### config.mk
export PLATFORM = sky130hd
export DESIGN_NAME = seq_serializer
export DESIGN_NICKNAME = d
export VERILOG_FILES = /design/src/rtl/seq_serializer.sv
export SDC_FILE = /design/constraint.sdc
export NUM_CORES = 1
export LEC_CHECK = 0
export BUFFER_PORTS_ARGS = -buffer_cell sky130_fd_sc_hd__buf_4
export CORE_AREA = 2 2 39 41
export CTS_BUF_LIST = sky130_fd_sc_hd__clkbuf_4 sky130_fd_sc_hd__clkbuf_8
export DETAILED_ROUTE_END_ITERATION = 12
export DIE_AREA = 0 0 41 43
export GPL_TIMING_DRIVEN = 0
export HOLD_SLACK_MARGIN = 0.05
export PLACE_DENSITY = 0.67
export SYNTH_ARGS = -nofsm -noshare
export SYNTH_HDL_FRONTEND = slang
export SYNTH_SLANG_ARGS = --single-unit
### constraint.sdc
create_clock -name clock -period 2.8 [get_ports clock]
set_input_delay 0.42 -clock clock [delete_from_list [all_inputs] [get_ports clock]]
set_output_delay 0.42 -clock clock [all_outputs]
set_load 0.01 [all_outputs]
### src/rtl/seq_serializer.sv
// Parallel-to-serial front end: WIDTH-bit words in over valid/ready, MSB-first bit stream out.
// Define SER_PARITY_EN to append one even-parity bit after each word's LSB.
module seq_serializer #(
  parameter int WIDTH = 4
) (
  input  logic             clock,
  input  logic             reset,
  input  logic [WIDTH-1:0] din,
  input  logic             din_valid,
  output logic             din_ready,
  output logic             ser_out,
  output logic             ser_valid,
  output logic             busy
);

`ifdef SER_PARITY_EN
  localparam int FRAME_LEN = WIDTH + 1;
`else
  localparam int FRAME_LEN = WIDTH;
`endif
  localparam int CW = $clog2(WIDTH + 1);
  localparam logic [CW-1:0] LAST_CNT = CW'(FRAME_LEN - 1);

  typedef enum logic {
    IDLE,
    SHIFT
  } state_t;

  state_t           state, state_d;
  logic [WIDTH-1:0] sh, sh_d;
  logic [WIDTH-1:0] hold, hold_d;
  logic [CW-1:0]    cnt, cnt_d;
  logic             hold_full, hold_full_d;
  logic             accept, last, load_en;
  logic [WIDTH-1:0] load_word;

  assign din_ready = ~hold_full;
  assign accept    = din_valid & din_ready;
  assign last      = (cnt == LAST_CNT);

  always_comb begin
    // NOTE: every variable gets a default before the case so no path leaves one unassigned (no latches).
    state_d     = state;
    sh_d        = sh;
    cnt_d       = cnt;
    hold_d      = hold;
    hold_full_d = hold_full;
    load_en     = 1'b0;
    load_word   = din;
    unique case (state)
      IDLE: begin
        if (hold_full) begin
          load_en     = 1'b1;
          load_word   = hold;
          hold_full_d = 1'b0;
        end else if (accept) begin
          load_en = 1'b1;
        end
      end
      SHIFT: begin
        if (!last) begin
          sh_d  = {sh[WIDTH-2:0], 1'b0};
          cnt_d = cnt + CW'(1);
          if (accept) begin
            hold_d      = din;
            hold_full_d = 1'b1;
          end
        end else if (hold_full) begin
          // Hold has priority; din_ready is low here so no accept can collide.
          load_en     = 1'b1;
          load_word   = hold;
          hold_full_d = 1'b0;
        end else if (accept) begin
          load_en = 1'b1;
        end else begin
          state_d = IDLE;
          cnt_d   = '0;
        end
      end
      default: state_d = IDLE;
    endcase
    if (load_en) begin
      sh_d    = load_word;
      cnt_d   = '0;
      state_d = SHIFT;
    end
  end

  always_ff @(posedge clock or negedge reset) begin
    if (!reset) begin
      state     <= IDLE;
      sh        <= '0;
      cnt       <= '0;
      hold      <= '0;
      hold_full <= 1'b0;
    end else begin
      // NOTE: non-blocking assignments so every register samples pre-edge values.
      state     <= state_d;
      sh        <= sh_d;
      cnt       <= cnt_d;
      hold      <= hold_d;
      hold_full <= hold_full_d;
    end
  end

`ifdef SER_PARITY_EN
  logic par;

  // Parity of the word currently in the shifter, captured when it loads.
  always_ff @(posedge clock or negedge reset) begin
    if (!reset) begin
      par <= 1'b0;
    end else if (load_en) begin
      par <= ^load_word;
    end
  end

  always_comb begin
    ser_out = 1'b0;
    if (state == SHIFT) begin
      ser_out = (cnt == CW'(WIDTH)) ? par : sh[WIDTH-1];
    end
  end
`else
  assign ser_out = (state == SHIFT) & sh[WIDTH-1];
`endif

  assign ser_valid = (state == SHIFT);
  assign busy      = (state == SHIFT) | hold_full;

endmodule

# == Word level (Yosys, flattened, before mapping) ==
# Cells that the tools add are included.
# totals
out_inout_bits,4
wordCells,42
ff_bits,13
input_bits,7
# classes
addsub,1
bitwise_logic,6
n_eq_ne,5
n_reduce_logical,4
n_mux,21
# ops
op,n
$mux 4,5
$mux 3,5
$mux 1,8
$pmux 4 s2,1
$ne 3x2->1 const B,2
$reduce_and 3->1,2
$pmux 1 s2,2
$add 3x1->3 const B,1
$eq 3x2->1 const B,1
$ne 3x1->1 const B,1
$not 1->1,3
$and 1x1->1,2
$ne 2x1->1 const B,1
$reduce_and 2->1,1
$reduce_bool 2->1,1
$or 1x1->1,1

# == Logic depth before layout (Yosys ltp) ==
# Gate-level depths: netlist of run 1.
# logic_depth
ltp_word,8
ltp_mapped,4
mapped_depth_nobuf,4

# == Worst setup path after synthesis of run 1 ==
# OpenSTA, ideal clock, no wires.
# synth_timing
path_type,reg2reg
from,register cnt[0]
to,register sh[1]
path_buffers,0
stages_incl_launch_ff,5
required_time_ns,2.675
period_less_slack_ns,1.324
setup_slack_ns,1.476
arrival_ns,1.199
setup_time_ns,0.125
cell_sequence,dfrtp_1 > ha_1 > inv_1 > o21ai_1 > mux2_2
# synth_between
elab_chain_cells,5
elab_cells_between_ends,9
classes_between,2 x eq/ne; 5 x mux; 2 x reduce/logical
# synth_rtl
item,line,text
from (decl),32,"logic [CW-1:0] cnt, cnt_d;"
from (signal assigned),100,cnt <= cnt_d;
$eq 3x2->1 *,39,assign last = (cnt == LAST_CNT);
$mux 1,61,if (!last) begin
$pmux 1 s2,50,unique case (state)
$ne 2x1->1 (no source line) or $reduce_bool 2->1 (tied branches),--,
$reduce_and 2->1 (no source line),--,
to (signal assigned),92,sh <= '0;
to (signal assigned),99,sh <= sh_d;
to (decl),30,"logic [WIDTH-1:0] sh, sh_d;"
# Every way passes the cells marked *; elsewhere a longest branch is shown, timed or not.
# A chain may end at the register's enable or synchronous reset.

# == Worst setup path in the final report of run 1 ==
# layout_timing
from,"register state, in the netlist ser_valid"
to,output port busy
# layout_between
elab_chain_cells,1
# layout_rtl
item,line,text
from (decl),29,"state_t state, state_d;"
from (signal assigned),98,state <= state_d;
$or 1x1->1,129,assign busy = (state == SHIFT) | hold_full;
to (decl),13,output logic busy
# Every way passes these cells.

==> PnR_summary.wiki, run 1 <==
{| class="wikitable"
! Metric !! Value
|-
| Result of the run || finished clean
|-
| Min-delay src || din[2]
|-
| RR Endpoint || sh[1]
|-
| Largest net degree at the start of global routing || 14
|-
| Total number of yosys warnings || 0
|-
| Initial antenna violation count || 0
|-
| Flip-flop and latch count after synthesis || 13
|-
| Num CTS Buffers || 3
|-
| Synth-to-layout area growth || 21.21%
|-
| Hold Path Depth || 2
|-
| IR drop worst, VDD || 0.3951 mV
|-
| Multi-input gate area || 264.0 sq um
|-
| Max-Slew Margin vs Limit || 0.6694
|-
| Startpoint of the lowest-slack register-to-register path || cnt[0]
|-
| Clock transition at the registers of the reported paths || 0.08 ns
|-
| Placed cell area || 689.4 sq um
|-
| Die ar. || 1763 sq um
|-
| Combinational family with the most area after synthesis || multiplexers
|-
| Number of top-level pins || 11
|-
| Worst hold-check path type || input port to flip-flop
|-
| Critical path capture point type || output pin
|-
| Maximum buffer depth of the clock tree || 2
|-
| Post-DR vias/cell || 5.296
|-
| Number of cells on the worst reg-to-reg path || 4
|-
| Count of standard-cell rows || 14
|-
| Final global-route overflow total || 0
|-
| Buffer type at the clock tree root || sky130_fd_sc_hd__clkbuf_4
|-
| Cell Count Post-Placement || 76
|-
| XOR/XNOR Fraction of Synth Area || 0
|-
| Combined global-route utilization of all metal layers || 0.1571
|-
| Remaining routing DRC violations || 0
|-
| Worst Setup Start Kind || flip-flop
|-
| Simple-gate portion of the synthesized area || 0.1081
|-
| Total Neg Setup Slack || 0 ns
|-
| Setup clock skew after layout || 0.0006195 ns
|-
| Portion of netlist area occupied by mux cells || 0.1996
|-
| TritonCTS clock tree || done
|-
| Data arrival time at the worst-slack endpoint || 1.21 ns
|-
| Sequential fraction of the synthesis area || 0.5405
|-
| Final Hold Viols || 0
|-
| FILL cells || 133
|-
| Count of H-tree levels built during CTS || 1
|-
| Highest metal layer used by the detailed router || met4
|-
| Wire per inst || 12.98 um
|-
| Crit-path max FO || 8
|-
| Worst setup path category || flip-flop to output pin
|-
| Share of the synthesized area in compound gates (AO/OA/AOI/OAI) || 0.1102
|-
| Routability-driven placement congestion ratio || 0.6969
|-
| Setup slack, reg-to-reg || 1.29 ns
|-
| Ratio of cells with drive above 1 in the final layout || 0.3846
|-
| Register area || 325.3 sq um
|-
| First-pass detailed-route iteration total || 4
|-
| Number of global-route vias before repair || 383
|-
| Endpoint with the worst hold slack || hold[2]
|-
| Net Count, Synth || 59
|-
| Total vias in the final route || 429
|-
| Smallest hold slack || 0.3806 ns
|-
| Adder and majority gate portion of the synthesized area || 0.02079
|-
| Standby leakage power || 0.3359 nW
|-
| Core Area || 1384 sq um
|-
| Required time of the worst setup path || 2.38 ns
|-
| Final std cell area, no fill || 729.5 sq um
|-
| Synthesized netlist cell count || 51
|-
| Number of pins with negative max-slew slack in the final report || 0
|-
| Max Cap Violations || 0
|-
| Final-report setup violation count || 0
|-
| Residual antenna-violating net count after detailed routing || 0
|-
| Met1 routed wirelength after detailed routing || 482 um
|-
| Net total in the final layout || 74
|-
| Non-filler cells, final || 81
|-
| Cell area power density || 960.6 nW/um^2
|-
| Total met2 wirelength after detailed routing || 471 um
|-
| Buffers added on ports || 9
|-
| Highest achievable clock rate || 0.6152 GHz
|-
| Die H || 43 um
|-
| DP HPWL || 727.7 um
|-
| Chip Width || 41 um
|-
| # Post-CTS Setup Buffers || 0
|-
| Distinct cell type count after synthesis || 19
|-
| Number of diodes || 0
|-
| Resize count post-CTS || 0
|-
| Clock network latency to the later pin of the worst-skew pair || 0.28 ns
|-
| Wire length after detailed routing || 1051 um
|-
| Initial core utilization || 0.4349
|-
| Met3 WL || 62 um
|-
| RSZ-0062 raised after global routing || false
|-
| Share of the clock period used by the worst path after layout || 0.5805
|-
| Mapped cell area || 601.8 sq um
|-
| Worst Max-Slew Pin Slew || 0.4926 ns
|-
| CTS sink count || 13
|-
| First-pass GRT wire length || 1711 um
|-
| Initial DRC Count || 2
|-
| Avg Synthesized Cell Area || 11.80 sq um
|-
| Final worst path period need || 1.625 ns
|}
## where the power goes
part	internal (mW)	total (mW)	switching [mW]
Clock	0.0650	0.125	0.0605
Sequential	0.263	0.314	0.0513
Combinational	0.147	0.261	0.114
## worst max-delay path: stages (launching register included)
cell and delay, ns:
sky130_fd_sc_hd__dfrtp_1 0.47, sky130_fd_sc_hd__or2_2 0.32, sky130_fd_sc_hd__buf_4 0.14
## worst max-delay path by stage
stage                    from    end  slack [ns]
floorplan              cnt[0]  sh[1]        1.48
finish              ser_valid   busy        1.17
global placement       cnt[0]  sh[1]        1.32
CTS                 ser_valid   busy        1.17
detailed placement     cnt[0]  sh[1]        1.30
global route        ser_valid   busy        1.11
## cells in the final DEF (no fill, tap or decap), drive strengths merged
master,netlist,layout
a21oi,5,5
a22o,1,1
and2,1,1
buf,1,10
clkbuf,0,4
dfrtp,13,13
dlygate4sd3,0,1
ha,1,1
inv,2,2
mux2,8,8
mux2i,3,3
nand2,4,4
nor2,2,2
nor2b,4,4
nor3,1,1
o2111ai,1,1
o21a,1,1
o21ai,2,2
or2,1,1
## synthesized netlist by cell type
cell / count / area, sq um
sky130_fd_sc_hd__a21oi_1: 5 / 25.02
sky130_fd_sc_hd__a22o_1: 1 / 8.760
sky130_fd_sc_hd__and2_1: 1 / 6.260
sky130_fd_sc_hd__buf_2: 1 / 5.000
sky130_fd_sc_hd__dfrtp_1: 13 / 325.3
sky130_fd_sc_hd__ha_1: 1 / 12.51
sky130_fd_sc_hd__inv_1: 1 / 3.750
sky130_fd_sc_hd__inv_2: 1 / 3.750
sky130_fd_sc_hd__mux2_2: 8 / 90.09
sky130_fd_sc_hd__mux2i_1: 3 / 30.03
sky130_fd_sc_hd__nand2_1: 4 / 15.01
sky130_fd_sc_hd__nor2_1: 2 / 7.510
sky130_fd_sc_hd__nor2b_1: 4 / 25.02
sky130_fd_sc_hd__nor3_1: 1 / 5.000
sky130_fd_sc_hd__o2111ai_2: 1 / 15.01
sky130_fd_sc_hd__o21a_1: 1 / 7.510
sky130_fd_sc_hd__o21ai_0: 1 / 5.000
sky130_fd_sc_hd__o21ai_1: 1 / 5.000
sky130_fd_sc_hd__or2_2: 1 / 6.260
## through the flow
step / worst slack, ns / utilization / power, mW
5_1_grt: 1.115 / 0.5271 / 0.7601
2_1_floorplan: 1.476 / - / 0.5001
6_report: 1.175 / 0.5271 / 0.7007
4_1_cts: 1.167 / 0.5271 / 0.7063
3_3_place_gp: 1.317 / 0.4982 / 0.5720
3_5_place_dp: 1.300 / 0.4982 / 0.5803
## flip-flops by register name, indices dropped and copies added, names as in the netlist
| signal | count |
|---|---|
| hold | 4 |
| sh | 4 |
| cnt | 3 |
| ser_valid | 1 |
| hold_full | 1 |
## layout make-up
type	count	area share
well taps	16	0.02744
plain buffers	1	0.006861
repair buffers	10	0.1063
inverters	2	0.01029
clock buffers	4	0.04117
multi-input cells	35	0.3619
flip-flops and latches	13	0.4460
## what timing repair did
| item | in CTS | in global routing |
|---|---|---|
| hold endpoints to repair | 13 | 0 |
| hold buffers | 1 | 0 |
| setup endpoints to repair | 0 | 0 |
## metal layers
metal  global-route usage  vias to the layer above
li1                     -                      210
met1               0.2102                      200
met2               0.2031                       15
met3              0.04712                        4
met4               0.1200                        0
met5                    0                        -
## logic make-up (layout without fill, tap and decap cells)
group / Yosys count / after routing
flip-flops: 13 / 13
adder cells (fa/ha/maj): 1 / 1
multiplexers: 11 / 11
buffers and inverters: 3 / 17
AO/OA/AOI/OAI: 10 / 10
AND/OR/NAND/NOR: 13 / 13
Note: power is estimated with default switching activity, not from simulation.
==> run 2, diff against run 1 <==
--- a/config.mk
+++ b/config.mk
@@ -5,6 +5,7 @@
 export SDC_FILE = /design/constraint.sdc
 export NUM_CORES = 1
 export LEC_CHECK = 0
+export ABC_AREA = 1
 export BUFFER_PORTS_ARGS = -buffer_cell sky130_fd_sc_hd__buf_4
 export CORE_AREA = 2 2 39 41
 export CTS_BUF_LIST = sky130_fd_sc_hd__clkbuf_4 sky130_fd_sc_hd__clkbuf_8
@@ -12,7 +13,7 @@
 export DIE_AREA = 0 0 41 43
 export GPL_TIMING_DRIVEN = 0
 export HOLD_SLACK_MARGIN = 0.05
-export PLACE_DENSITY = 0.67
+export PLACE_DENSITY = 0.73
 export SYNTH_ARGS = -nofsm -noshare
 export SYNTH_HDL_FRONTEND = slang
 export SYNTH_SLANG_ARGS = --single-unit
==> constraint.sdc (replaced) <==
create_clock -name clock -period 1.3 [get_ports clock]
set_input_delay 0.195 -clock clock [delete_from_list [all_inputs] [get_ports clock]]
set_output_delay 0.195 -clock clock [all_outputs]
set_load 0.01 [all_outputs]
==> PnR_summary.wiki, run 2 <==
{| class="wikitable"
! Metric !! Value
|-
| Result of the run || finished clean
|-
| Net total in the final layout || 107
|-
| Final global-route overflow total || 0
|-
| Cell Count Post-Placement || 105
|-
| Worst slack after detailed placement || 0.005947 ns
|-
| Leading cell type in the layout, fill and taps excluded || sky130_fd_sc_hd__nand2_1
|-
| Wire per inst || 11.51 um
|-
| Initial core utilization || 0.4647
|-
| Routability-driven placement congestion ratio || 0.7162
|-
| Depth of the critical timing path with buffers and inverters included || 3
|-
| Chip Width || 41 um
|-
| Area share of the largest cell type after synthesis || 0.5058
|-
| Worst Max-Slew Pin Slew || 0.2688 ns
|-
| First-pass GRT wire length || 2063 um
|-
| Number of global-route vias before repair || 518
|-
| Buffer type at the clock tree root || sky130_fd_sc_hd__clkbuf_4
|-
| Most used cells in the layout excluding fill and tap cells || sky130_fd_sc_hd__nand2_1 (33), sky130_fd_sc_hd__nand3_1 (15), sky130_fd_sc_hd__buf_4 (14)
|-
| Min-delay src || din[3]
|-
| Highest achievable clock rate || 0.7950 GHz
|-
| Wire length after detailed routing || 1312 um
|-
| DP HPWL || 879.1 um
|-
| Combined global-route utilization of all metal layers || 0.1762
|-
| Num CTS Buffers || 3
|-
| Post-DR vias/cell || 5.237
|-
| Mapped cell area || 643.1 sq um
|-
| CP Buf/Inv Count || 2
|-
| Residual antenna-violating net count after detailed routing || 0
|-
| Max incr delay on CP || 0.46 ns
|-
| Crit-path max FO || 7
|-
| Number of cells on the worst reg-to-reg path || 5
|-
| Commonest cells post-synth || sky130_fd_sc_hd__nand2_1 (33), sky130_fd_sc_hd__nand3_1 (15), sky130_fd_sc_hd__dfrtp_1 (13)
|-
| First-pass detailed-route iteration total || 4
|-
| Max Cap Violations || 0
|-
| Share of the clock period used by the worst path after layout || 0.9676
|-
| Die ar. || 1763 sq um
|-
| End-of-flow core utilization || 0.5886
|-
| Critical path capture point type || output pin
|-
| Count of standard-cell rows || 14
|-
| Worst Setup Start Kind || flip-flop
|-
| Total vias in the final route || 597
|-
| Total number of yosys warnings || 0
|-
| Core Area || 1384 sq um
|-
| Synthesized netlist cell count || 79
|-
| Startpoint of the lowest-slack register-to-register path || cnt[0]
|-
| TritonCTS clock tree || done
|-
| Initial DRC Count || 6
|-
| Initial antenna violation count || 0
|-
| RR Endpoint || hold[2]
|-
| Die H || 43 um
|-
| Max-Slew Margin vs Limit || 0.8206
|-
| Ratio of cells with drive above 1 in the final layout || 0.3163
|-
| Worst hold-check path type || input port to flip-flop
|-
| Distinct cell type count after synthesis || 13
|-
| Total Neg Setup Slack || 0 ns
|-
| Largest registers in the final layout || hold x4, sh x4, cnt x3
|-
| Cell type with the largest total area after synthesis || sky130_fd_sc_hd__dfrtp_1
|-
| Required time of the worst setup path || 1.11 ns
|-
| Start point of the critical path || hold_full
|-
| Number of diodes || 0
|-
| Avg Synthesized Cell Area || 8.141 sq um
|-
| Clock transition at the registers of the reported paths || 0.08 ns
|-
| Largest net degree at the start of global routing || 14
|-
| Setup slack, reg-to-reg || 0.08 ns
|-
| Slowest stage cell on the critical path || sky130_fd_sc_hd__dfrtp_2
|-
| Number of enable-type register cells in the synthesized netlist || 0
|-
| Final worst slack || 0.04212 ns
|-
| Number of top-level pins || 11
|-
| Buffers added on ports || 10
|-
| Clock network latency to the later pin of the worst-skew pair || 0.28 ns
|-
| Hold Path Depth || 3
|-
| Count of H-tree levels built during CTS || 1
|-
| Data arrival time at the worst-slack endpoint || 1.06 ns
|-
| IR drop worst, VDD || 1.245 mV
|-
| Synth-to-layout area growth || 26.65%
|-
| Final Hold Viols || 0
|-
| Critical path cell sequence || inv_4 -> nand2_1 -> buf_4
|-
| Cell area power density || 2106 nW/um^2
|-
| Final worst path period need || 1.258 ns
|-
| Fraction of synthesis flops using an asynchronous set or reset pin || 1.000
|-
| Flip-flop and latch count after synthesis || 13
|-
| Standby leakage power || 0.4324 nW
|-
| Sequential fraction of the synthesis area || 0.5058
|-
| Non-filler cells, final || 114
|-
| Cell types occupying the most area after synthesis || sky130_fd_sc_hd__dfrtp_1 (51%), sky130_fd_sc_hd__nand2_1 (19%), sky130_fd_sc_hd__nand3_1 (12%)
|-
| Library cell with the highest instance count after synthesis || sky130_fd_sc_hd__nand2_1
|-
| Maximum buffer depth of the clock tree || 2
|-
| CTS sink count || 13
|-
| Setup clock skew after layout || 0.003087 ns
|-
| Net Count, Synth || 87
|-
| Kind of cell adding the most delay to the critical path || flip-flops
|-
| Overall power of the completed layout || 1.716 mW
|-
| Number of pins with negative max-slew slack in the final report || 0
|-
| Remaining routing DRC violations || 0
|-
| Final-report setup violation count || 0
|-
| Most used flip-flop cell after synthesis || sky130_fd_sc_hd__dfrtp_1
|-
| Worst setup path category || flip-flop to output pin
|-
| Endpoint with the worst hold slack || hold[3]
|}
[run 2: metrics by stage]
stage / area [sq um] / hold WS (ns)
floorplan: 643.1 / -0.1006
global placement: 738.2 / 0.04936
detailed placement: 738.2 / 0.04538
CTS: 779.5 / 0.1549
global route: 814.5 / 0.1592
finish: 814.5 / 0.1450
[run 2: worst register-to-register path, delay by kind of cell, from the launching register on]
family,cells,cell delay (ns)
and+or+nand+nor,3,0.21
DFF,1,0.41
adders and majority gates,1,0.24
AOI/OAI and AO/OA,1,0.26
[run 2: worst max-delay path by stage]
stage / slack, ns / end
after floorplan: 0.14 / hold[0]
after global routing: -0.004 / sh[1]
after CTS: 0.008 / hold[1]
final: 0.04 / busy
after global placement: 0.01 / hold[1]
after detailed placement: 0.006 / hold[1]
[run 2: logic make-up after synthesis]
logic type               after synthesis  share of synthesized area
adder cells (fa/ha/maj)                1                    0.01945
buffers and inverters                  6                    0.04477
flip-flops                            13                     0.5058
AND/OR/NAND/NOR                       57                     0.3969
AO/OA/AOI/OAI                          2                    0.03307
[run 2: power breakdown]
part | internal, mW | total, mW | switching, mW
registers | 0.563 | 0.680 | 0.117
logic | 0.335 | 0.763 | 0.428
clock network | 0.140 | 0.273 | 0.133
[run 2: layout make-up]
| class | count | area (sq um) |
|---|---|---|
| fillers | 131 | 569.3 |
| flip-flops and latches | 13 | 327.8 |
| multi-input cells | 61 | 300.3 |
| repair buffers | 14 | 107.6 |
| clock buffers | 4 | 30.03 |
| inverters | 5 | 21.27 |
| well taps | 16 | 20.02 |
| plain buffers | 1 | 7.507 |
[run 2: per-layer routing]
metal / GRT usage / vias to the layer above / wire, um
li1: - / 293 / -
met1: 0.2131 / 282 / 569
met2: 0.2688 / 17 / 638
met3: 0.04712 / 5 / 69
met4: 0.1000 / 0 / 36
met5: 0 / - / 0
[run 2: repair_timing]
| action | CTS | global route |
|---|---|---|
| gates cloned | 0 | 1 |
| resized for setup | 1 | 2 |
| hold buffers | 1 | 0 |
| setup buffers | 0 | 3 |
| endpoints found under the setup margin | 5 | 7 |
| pin swaps | 1 | 1 |
| hold endpoints to repair | 13 | 0 |
==> run 3, diff against run 2 <==
--- a/config.mk
+++ b/config.mk
@@ -14,6 +14,7 @@
 export GPL_TIMING_DRIVEN = 0
 export HOLD_SLACK_MARGIN = 0.05
 export PLACE_DENSITY = 0.73
+export RECOVER_POWER = 100
 export SYNTH_ARGS = -nofsm -noshare
 export SYNTH_HDL_FRONTEND = slang
 export SYNTH_SLANG_ARGS = --single-unit
==> PnR_summary.wiki, run 3 (synthesis gave the netlist of run 2 again) <==
{| class="wikitable"
! Metric !! Value
|-
| Number of diodes || 0
|-
| Initial DRC Count || 6
|-
| Final-report setup violation count || 0
|-
| CTS sink count || 13
|-
| Count of H-tree levels built during CTS || 1
|-
| Worst Setup Start Kind || flip-flop
|-
| Share of the clock period used by the worst path after layout || 0.9664
|-
| Core Area || 1384 sq um
|-
| TritonCTS clock tree || done
|-
| Cell area power density || 2111 nW/um^2
|-
| Post-DR vias/cell || 5.289
|-
| Clock network latency to the later pin of the worst-skew pair || 0.28 ns
|-
| Final std cell area, no fill || 810.8 sq um
|-
| Final Hold Viols || 0
|-
| Worst Max-Slew Pin Slew || 0.6902 ns
|-
| Ratio of cells with drive above 1 in the final layout || 0.3061
|-
| Initial antenna violation count || 0
|-
| FILL cells || 133
|-
| Critical path cell sequence || inv_4 -> nand2_1 -> buf_4
|-
| Worst setup path category || flip-flop to output pin
|-
| First-pass GRT wire length || 2063 um
|-
| Final worst path period need || 1.256 ns
|-
| Wire per inst || 11.42 um
|-
| Most used cells in the layout excluding fill and tap cells || sky130_fd_sc_hd__nand2_1 (33), sky130_fd_sc_hd__nand3_1 (15), sky130_fd_sc_hd__buf_4 (13)
|-
| Buffers added on ports || 10
|-
| Maximum buffer depth of the clock tree || 2
|-
| Die H || 43 um
|-
| Routability-driven placement congestion ratio || 0.7162
|-
| Data arrival time at the worst-slack endpoint || 1.06 ns
|-
| Crit-path max FO || 7
|-
| First-pass detailed-route iteration total || 4
|-
| Worst hold-check path type || input port to flip-flop
|-
| Number of global-route vias before repair || 518
|-
| Cell Count Post-Placement || 105
|-
| Placed cell area || 738.2 sq um
|-
| Number of top-level pins || 11
|-
| Chip Width || 41 um
|-
| Combined global-route utilization of all metal layers || 0.1762
|-
| Max incr delay on CP || 0.46 ns
|-
| Final global-route overflow total || 0
|-
| IR drop worst, VDD || 1.244 mV
|-
| Die ar. || 1763 sq um
|-
| Synth-to-layout area growth || 26.07%
|-
| Buffer type at the clock tree root || sky130_fd_sc_hd__clkbuf_4
|-
| Residual antenna-violating net count after detailed routing || 0
|-
| Max Cap Violations || 0
|-
| Leading cell type in the layout, fill and taps excluded || sky130_fd_sc_hd__nand2_1
|-
| Remaining routing DRC violations || 0
|-
| Number of pins with negative max-slew slack in the final report || 0
|-
| Max-Slew Margin vs Limit || 0.5399
|-
| Required time of the worst setup path || 1.11 ns
|-
| Highest achievable clock rate || 0.7959 GHz
|-
| Total vias in the final route || 603
|-
| Register area || 327.8 sq um
|-
| Critical path capture point type || output pin
|-
| Standby leakage power || 0.4288 nW
|-
| Num CTS Buffers || 3
|-
| Non-filler cells, final || 114
|-
| Slowest stage cell on the critical path || sky130_fd_sc_hd__dfrtp_2
|-
| Largest net degree at the start of global routing || 14
|-
| Clock transition at the registers of the reported paths || 0.08 ns
|-
| Count of standard-cell rows || 14
|-
| DP HPWL || 879.1 um
|-
| Multi-input gate area || 300.3 sq um
|-
| Largest registers in the final layout || hold x4, sh x4, cnt x3
|-
| Initial core utilization || 0.4647
|-
| Net total in the final layout || 107
|-
| Result of the run || finished clean
|-
| Wire length after detailed routing || 1302 um
|-
| Setup clock skew after layout || 0.002832 ns
|}
[run 3: changes by cell type in the layout (fill, tap and decap cells not counted), sizes merged]
cell    delta
buf        -1
clkbuf     +1
[run 3: final timing paths]
kind	slack, ns	start	cells after the start	endpoint
hold reg to reg	0.47	hold[0]	2	hold[0]
min in group asynchronous	0.46	reset	2	cnt[1]
setup / recovery	0.04	hold_full	3	busy
max in group asynchronous	0.36	reset	2	ser_valid
hold / removal	0.14	din[3]	3	hold[3]
setup reg to reg	0.08	cnt[0]	6	sh[3]
[run 3: metal layers]
layer  up-vias  wire, um  GRT usage
met2        21       635     0.2688
met3         5        69    0.04712
met1       284       561     0.2131
met5         -         0          0
li1        293         -          -
met4         0        36     0.1000
[run 3: critical path: cells and delay by family, from the launching register on]
family,cells,cell delay [ns]
buffers and inverters,2,0.26
DFF,1,0.46
and+or+nand+nor,1,0.06
[run 3: what timing repair did]
| item | in CTS | in global routing |
|---|---|---|
| hold endpoints to repair | 13 | 0 |
| endpoints found under the setup margin | 5 | 7 |
| pin swaps | 1 | 1 |
| hold buffers | 1 | 0 |
| setup buffers | 0 | 3 |
| cloned | 0 | 1 |
| resized for setup | 1 | 2 |
[run 3: power breakdown]
part	switching, mW	internal [mW]	total [mW]	leakage [nW]
combinational	0.427	0.333	0.760	0.249
sequential	0.117	0.563	0.679	0.161
clock	0.133	0.140	0.273	0.0184
total	0.676	1.04	1.71	0.429
[run 3: stage by stage]
| stage | hold WS (ns) | setup TNS [ns] | power (mW) | util | setup slack (ns) |
|---|---|---|---|---|---|
| 3_3_place_gp | 0.04936 | 0 | 1.321 | 0.5335 | 0.009669 |
| 3_5_place_dp | 0.04538 | 0 | 1.345 | 0.5335 | 0.005947 |
| 4_1_cts | 0.1549 | 0 | 1.611 | 0.5633 | 0.007613 |
| 5_1_grt | 0.1592 | -0.007215 | 1.836 | 0.5859 | -0.003703 |
| 2_1_floorplan | -0.1006 | 0 | 1.150 | - | 0.1431 |
| 6_report | 0.1445 | 0 | 1.712 | 0.5859 | 0.04363 |
[run 3: cell type report]
cell class | count | share of cell area
multi-input cells | 61 | 0.3704
flip-flops and latches | 13 | 0.4043
inverters | 5 | 0.02623
clock buffers | 4 | 0.03704
plain buffers | 1 | 0.009259
repair buffers | 14 | 0.1281
well taps | 16 | 0.02469
